File: src/rtl/zorro2_autoconfig.sv
// Zorro II autoconfig responder for a 4/8 MB RAM board.
// Define AUTOCONFIG_SHUTUP_EN to let the host shut the board up.
module zorro2_autoconfig #(
   parameter logic [15:0] MANUFACTURER = 16'h0000,
   parameter logic [7:0]  PRODUCT      = 8'h00,
   parameter logic [31:0] SERIAL       = 32'h00000000
) (
   input  logic        CLK,
   input  logic        RESET_n,
   input  logic [23:1] A,
   input  logic        RW_n,
   input  logic        AS_n,
   input  logic        UDS_n,
   input  logic [3:0]  D_IN,
   output logic [3:0]  D_OUT,
   output logic        D_OE,
   input  logic        CFGIN_n,
   output logic        CFGOUT_n,
   input  logic        JP4,
   output logic [2:0]  BASE_RAM,
   output logic        RAM_CONFIGURED_n
);

`ifdef AUTOCONFIG_SHUTUP_EN
   typedef enum logic [1:0] {
      UNCONFIG   = 2'd0,
      CONFIGURED = 2'd1,
      SHUTUP     = 2'd2
   } state_t;
   localparam logic [7:0] FLAGS = 8'h00;
`else
   typedef enum logic [1:0] {
      UNCONFIG   = 2'd0,
      CONFIGURED = 2'd1
   } state_t;
   localparam logic [7:0] FLAGS = 8'h40;
`endif

   state_t      r_state;
   state_t      w_state_nx;
   logic        w_base_ld;

   logic        r_as_m, r_as_s;
   logic        r_uds_m, r_uds_s;
   logic        r_arm;
   logic        r_doe;
   logic [3:0]  r_dout;
   logic [2:0]  r_base;
   logic        r_ramcfg_n;
   logic        r_cfgout_n;

   logic        w_sel;
   logic        w_strb;
   logic        w_rd;
   logic        w_wr;
   logic [7:0]  w_byte;
   logic [3:0]  w_nib;
   logic        w_unused;

   assign w_unused = &{1'b0, A[15:7], D_IN[0]};

   always_ff @(posedge CLK or negedge RESET_n) begin
      if (!RESET_n) begin
         r_as_m  <= 1'b1;
         r_as_s  <= 1'b1;
         r_uds_m <= 1'b1;
         r_uds_s <= 1'b1;
      end else begin
         r_as_m  <= AS_n;
         r_as_s  <= r_as_m;
         r_uds_m <= UDS_n;
         r_uds_s <= r_uds_m;
      end
   end

   assign w_sel  = (A[23:16] == 8'hE8) && !CFGIN_n &&
                   (r_state == UNCONFIG);
   assign w_strb = !r_as_s && !r_uds_s;
   assign w_rd   = w_strb && RW_n && w_sel;
   assign w_wr   = w_strb && !RW_n && w_sel && r_arm;

   // Byte-wide ROM image; A[1] picks the nibble within the byte.
   always_comb begin
      w_byte = 8'hFF;
      case (A[6:2])
         5'h00:   w_byte = JP4 ? 8'hE0 : 8'hE7;
         5'h01:   w_byte = ~PRODUCT;
         5'h02:   w_byte = ~FLAGS;
         5'h04:   w_byte = ~MANUFACTURER[15:8];
         5'h05:   w_byte = ~MANUFACTURER[7:0];
         5'h06:   w_byte = ~SERIAL[31:24];
         5'h07:   w_byte = ~SERIAL[23:16];
         5'h08:   w_byte = ~SERIAL[15:8];
         5'h09:   w_byte = ~SERIAL[7:0];
         default: w_byte = 8'hFF;
      endcase
   end

   assign w_nib = A[1] ? w_byte[3:0] : w_byte[7:4];

   always_comb begin
      w_state_nx = r_state;
      w_base_ld  = 1'b0;
      unique case (1'b1)
         (r_state == UNCONFIG) && w_wr && (A[6:1] == 6'h24): begin
            w_state_nx = CONFIGURED;
            w_base_ld  = 1'b1;
         end
`ifdef AUTOCONFIG_SHUTUP_EN
         (r_state == UNCONFIG) && w_wr && (A[6:1] == 6'h26): begin
            w_state_nx = SHUTUP;
         end
`endif
         default: begin
            w_state_nx = r_state;
         end
      endcase
   end

   always_ff @(posedge CLK or negedge RESET_n) begin
      if (!RESET_n) begin
         r_state    <= UNCONFIG;
         r_base     <= 3'b000;
         r_ramcfg_n <= 1'b1;
         r_cfgout_n <= 1'b1;
      end else begin
         r_state    <= w_state_nx;
         if (w_base_ld)
            r_base  <= D_IN[3:1];
         r_ramcfg_n <= (w_state_nx != CONFIGURED);
         r_cfgout_n <= (w_state_nx == UNCONFIG);
      end
   end

   // One commit per strobe; re-armed only once AS is seen high again.
   always_ff @(posedge CLK or negedge RESET_n) begin
      if (!RESET_n)
         r_arm <= 1'b1;
      else if (r_as_s)
         r_arm <= 1'b1;
      else if (w_wr)
         r_arm <= 1'b0;
   end

   // Data latched at the start of the read and held until release.
   always_ff @(posedge CLK or negedge RESET_n) begin
      if (!RESET_n) begin
         r_doe  <= 1'b0;
         r_dout <= 4'h0;
      end else begin
         r_doe <= w_rd;
         if (w_rd && !r_doe)
            r_dout <= w_nib;
      end
   end

   assign D_OE             = r_doe;
   assign D_OUT            = r_dout;
   assign BASE_RAM         = r_base;
   assign RAM_CONFIGURED_n = r_ramcfg_n;
   assign CFGOUT_n         = r_cfgout_n;

endmodule

File: config.mk
export PLATFORM = sky130hd
export DESIGN_NAME = zorro2_autoconfig
export DESIGN_NICKNAME = d
export VERILOG_FILES = /design/src/rtl/zorro2_autoconfig.sv
export SDC_FILE = /design/constraint.sdc
export NUM_CORES = 1
export LEC_CHECK = 0
export CORE_MARGIN = 8
export CORE_UTILIZATION = 37
export CTS_BUF_LIST = sky130_fd_sc_hd__clkbuf_4
export CTS_CLUSTER_DIAMETER = 80
export DETAILED_ROUTE_END_ITERATION = 8
export PLACE_DENSITY = 0.81
export REMOVE_ABC_BUFFERS = 1
export SYNTH_ARGS = -nofsm -noshare
export SYNTH_HDL_FRONTEND = slang
export SYNTH_SLANG_ARGS = --single-unit
File: constraint.sdc
create_clock -name CLK -period 2.35 [get_ports CLK]
set_input_delay 0.705 -clock CLK [delete_from_list [all_inputs] [get_ports CLK]]
set_output_delay 0.705 -clock CLK [all_outputs]
set_load 0.1 [all_outputs]
==> reports/qor.txt <==
Vias - 585
max-cap viol count - 0
core box area - 0.00188 sq mm
Residual DRC - 0
CP Launch Type - input pin
final core occ - 62.0%
TritonCTS Buffers - 3
total power - 529 uW
Avg Synthesized Cell Area - 13.1 sq um
setup violators final - 0
Arrival @ worst endpoint - 2.42 ns
Final Slew Violations - 0
pwr dens - 453 mW/mm^2
worst endpoint required time - 2.52 ns
Clock transition at path regs - 0.09 ns
initial antenna violation count - 0
critical path peak fanout - 4
FP Rows - 16
worst min path class - reg -> reg
total track usage - 11.1%
vias per cell - 4.68
initial core utilization - 37.6%
detailed placement HPWL - 1440 microns
Final Hold Vio Count - 0
RSZ-0062 raised after global routing - no
hold endpoint - r_as_s$_DFF_PN1_
worst hold path cell count - 0
fraction of layout cells with a size suffix above 1 - 40.8%
distinct cell type count after synthesis - 22
Syn Std Cell Area - 707 sq um
vias in the first global route - 696
n_diodes - 0
Antenna Nets Post-Route - 0
Port-buffer cells - 33
Max-slew headroom - 75.8%
RD Place Congestion - 0.798
Die Area - 0.00357 sq mm
Clock Path Buffers - 2
cell count after synthesis - 54
largest net degree at the start of global routing - 18
Area Growth Syn to Fin - 65.1%
total gr overflow - 0
Final Skew - 0.00149 ns
VDD IR-drop max - 351 uV
DRT Wirelength - 1670 microns
CTS tree - done
Final Cycle Share - 95.6%
Die Ht - 59.7 microns
Worst setup EP type - flip-flop
hold_ws - 0.360 ns
worst slew pin tran - 0.358 ns
start point of the worst hold path - r_as_m$_DFF_PN1_
worst setup margin - 0.104 ns
Ports - 44
Hold Buf Count CTS - 0
Setup Crit Path Kind - in -> reg
Reg2Reg Depth - 5
Worst-Skew Late Latency - 0.28 ns
status - finished, final reports clean
Static Leakage - 0.000541 uW
first-pass GRT wire length - 3000 microns
Place WS - -0.395 ns
Critical R2R Capture - BASE_RAM[2]$_DFFE_PN0P_
root buffer cell - clkbuf_4
sequential area share after synthesis - 61.4%
post-layout min period - 2.25 ns
R2R Setup Slk - 0.35 ns
First-pass DRT Iterations - 2
RR Startpoint - r_arm$_DFFE_PN1P_
nets@finish - 133
CTS sink cnt - 17
1st-iter DRT viols - 1
Yosys warnings - 0
wire per inst - 13.3 microns
number of synthesized register bits - 17
die width - 59.7 microns
Fmax - 445 MHz
H-tree levels - 1
==> routing by layer <==
layer | vias up | track usage (%) | share of wire [%]
met2 | 27 | 16.8 | 48
met3 | 2 | 5.38 | 10
met5 | - | 0 | 0
li1 | 284 | - | -
met1 | 272 | 13.0 | 41
met4 | 0 | 5.10 | 0.48
==> worst max-delay path, stage by stage <==
cell and delay (ns):
clkdlybuf4s50_1 0.40, nor4b_1 0.38, nand3_1 0.25, nor4_4 0.18
buf_4 0.17, mux2_2 0.33
==> sequential cells by signal, summed over array words and instances, names as in the netlist <==
signal,count
r_uds_m,1
CFGOUT_n,1
r_as_m,1
BASE_RAM,3
r_state,2
D_OE,1
r_uds_s,1
r_arm,1
D_OUT,4
RAM_CONFIGURED_n,1
r_as_s,1
==> power by group <==
group	switching (uW)	internal (uW)	leakage, uW
Clock	82.7	77.5	0.0000184
Combinational	25.0	42.8	0.000315
Sequential	1.70	300	0.000208
Total	109	420	0.000541
==> through the flow <==
step	std cells	area (sq um)	TNS [ns]
after floorplan	53	703	0
after CTS	125	1160	0
final	125	1170	0
after global placement	120	1120	-2.10
after global routing	125	1170	0
after detailed placement	120	1120	-2.45
==> layout by cell type, fill, tap and decap left out, drive strengths merged, types with 4 or more instances in the layout <==
cell type	netlist	routed
clkbuf	1	4
buf	0	18
dfrtp	10	10
nor2	4	4
clkdlybuf4s50	0	20
mux2	6	6
nand2	4	4
dfstp	7	7
==> layout make-up <==
class                           count  area (sq um)
Sequential cell                    17           434
Timing Repair Buffer               41           394
Multi-Input combinational cell     34           268
Tap cell                           27          33.8
Fill cell                         173           714
Clock buffer                        4          30.0
Inverter                            2          7.51
==> kinds of logic (layout without fill, tap and decap cells) <==
family | after synthesis | count (layout) | share of synthesized area, %
buffers and inverters | 3 | 47 | 1.59
flip-flops | 17 | 17 | 61.4
multiplexers | 7 | 7 | 11.0
AO/OA/AOI/OAI | 4 | 4 | 3.89
AND/OR/NAND/NOR | 23 | 23 | 22.1
==> cells in the mapped netlist <==
cell type / count / area [sq um]
nand3b_1: 1 / 7.51
o21ai_0: 1 / 5.00
or4_4: 1 / 11.3
clkbuf_1: 1 / 3.75
nand4b_1: 2 / 17.5
nor2_1: 4 / 15.0
dfstp_2: 7 / 184
or2_2: 2 / 12.5
or4_1: 1 / 7.51
a21oi_1: 1 / 5.00
o32a_1: 1 / 10.0
nor3_1: 2 / 10.0
inv_1: 2 / 7.51
dfrtp_1: 10 / 250
o21bai_1: 1 / 7.51
mux2i_1: 1 / 10.0
nand3_1: 2 / 10.0
nor4bb_1: 2 / 20.0
mux2_2: 6 / 67.6
nand2_1: 4 / 15.0
nor4_4: 1 / 21.3
nor4b_1: 1 / 8.76
==> repair_timing <==
item                                    in CTS  in global routing
pin swaps                                    1                  2
setup buffers                                1                  0
endpoints found under the setup margin       3                  3
gates resized for setup                      1                  3
==> worst max-delay path by stage <==
stage	to	cells after the start	startpoint
6_report	BASE_RAM[2]$_DFFE_PN0P_	6	CFGIN_n
5_1_grt	BASE_RAM[0]$_DFFE_PN0P_	6	CFGIN_n
4_1_cts	BASE_RAM[2]$_DFFE_PN0P_	6	A[3]
3_5_place_dp	BASE_RAM[2]$_DFFE_PN0P_	5	A[1]
3_3_place_gp	BASE_RAM[1]$_DFFE_PN0P_	5	A[1]
2_1_floorplan	BASE_RAM[0]$_DFFE_PN0P_	4	A[1]
(Power assumes the default switching activity.)
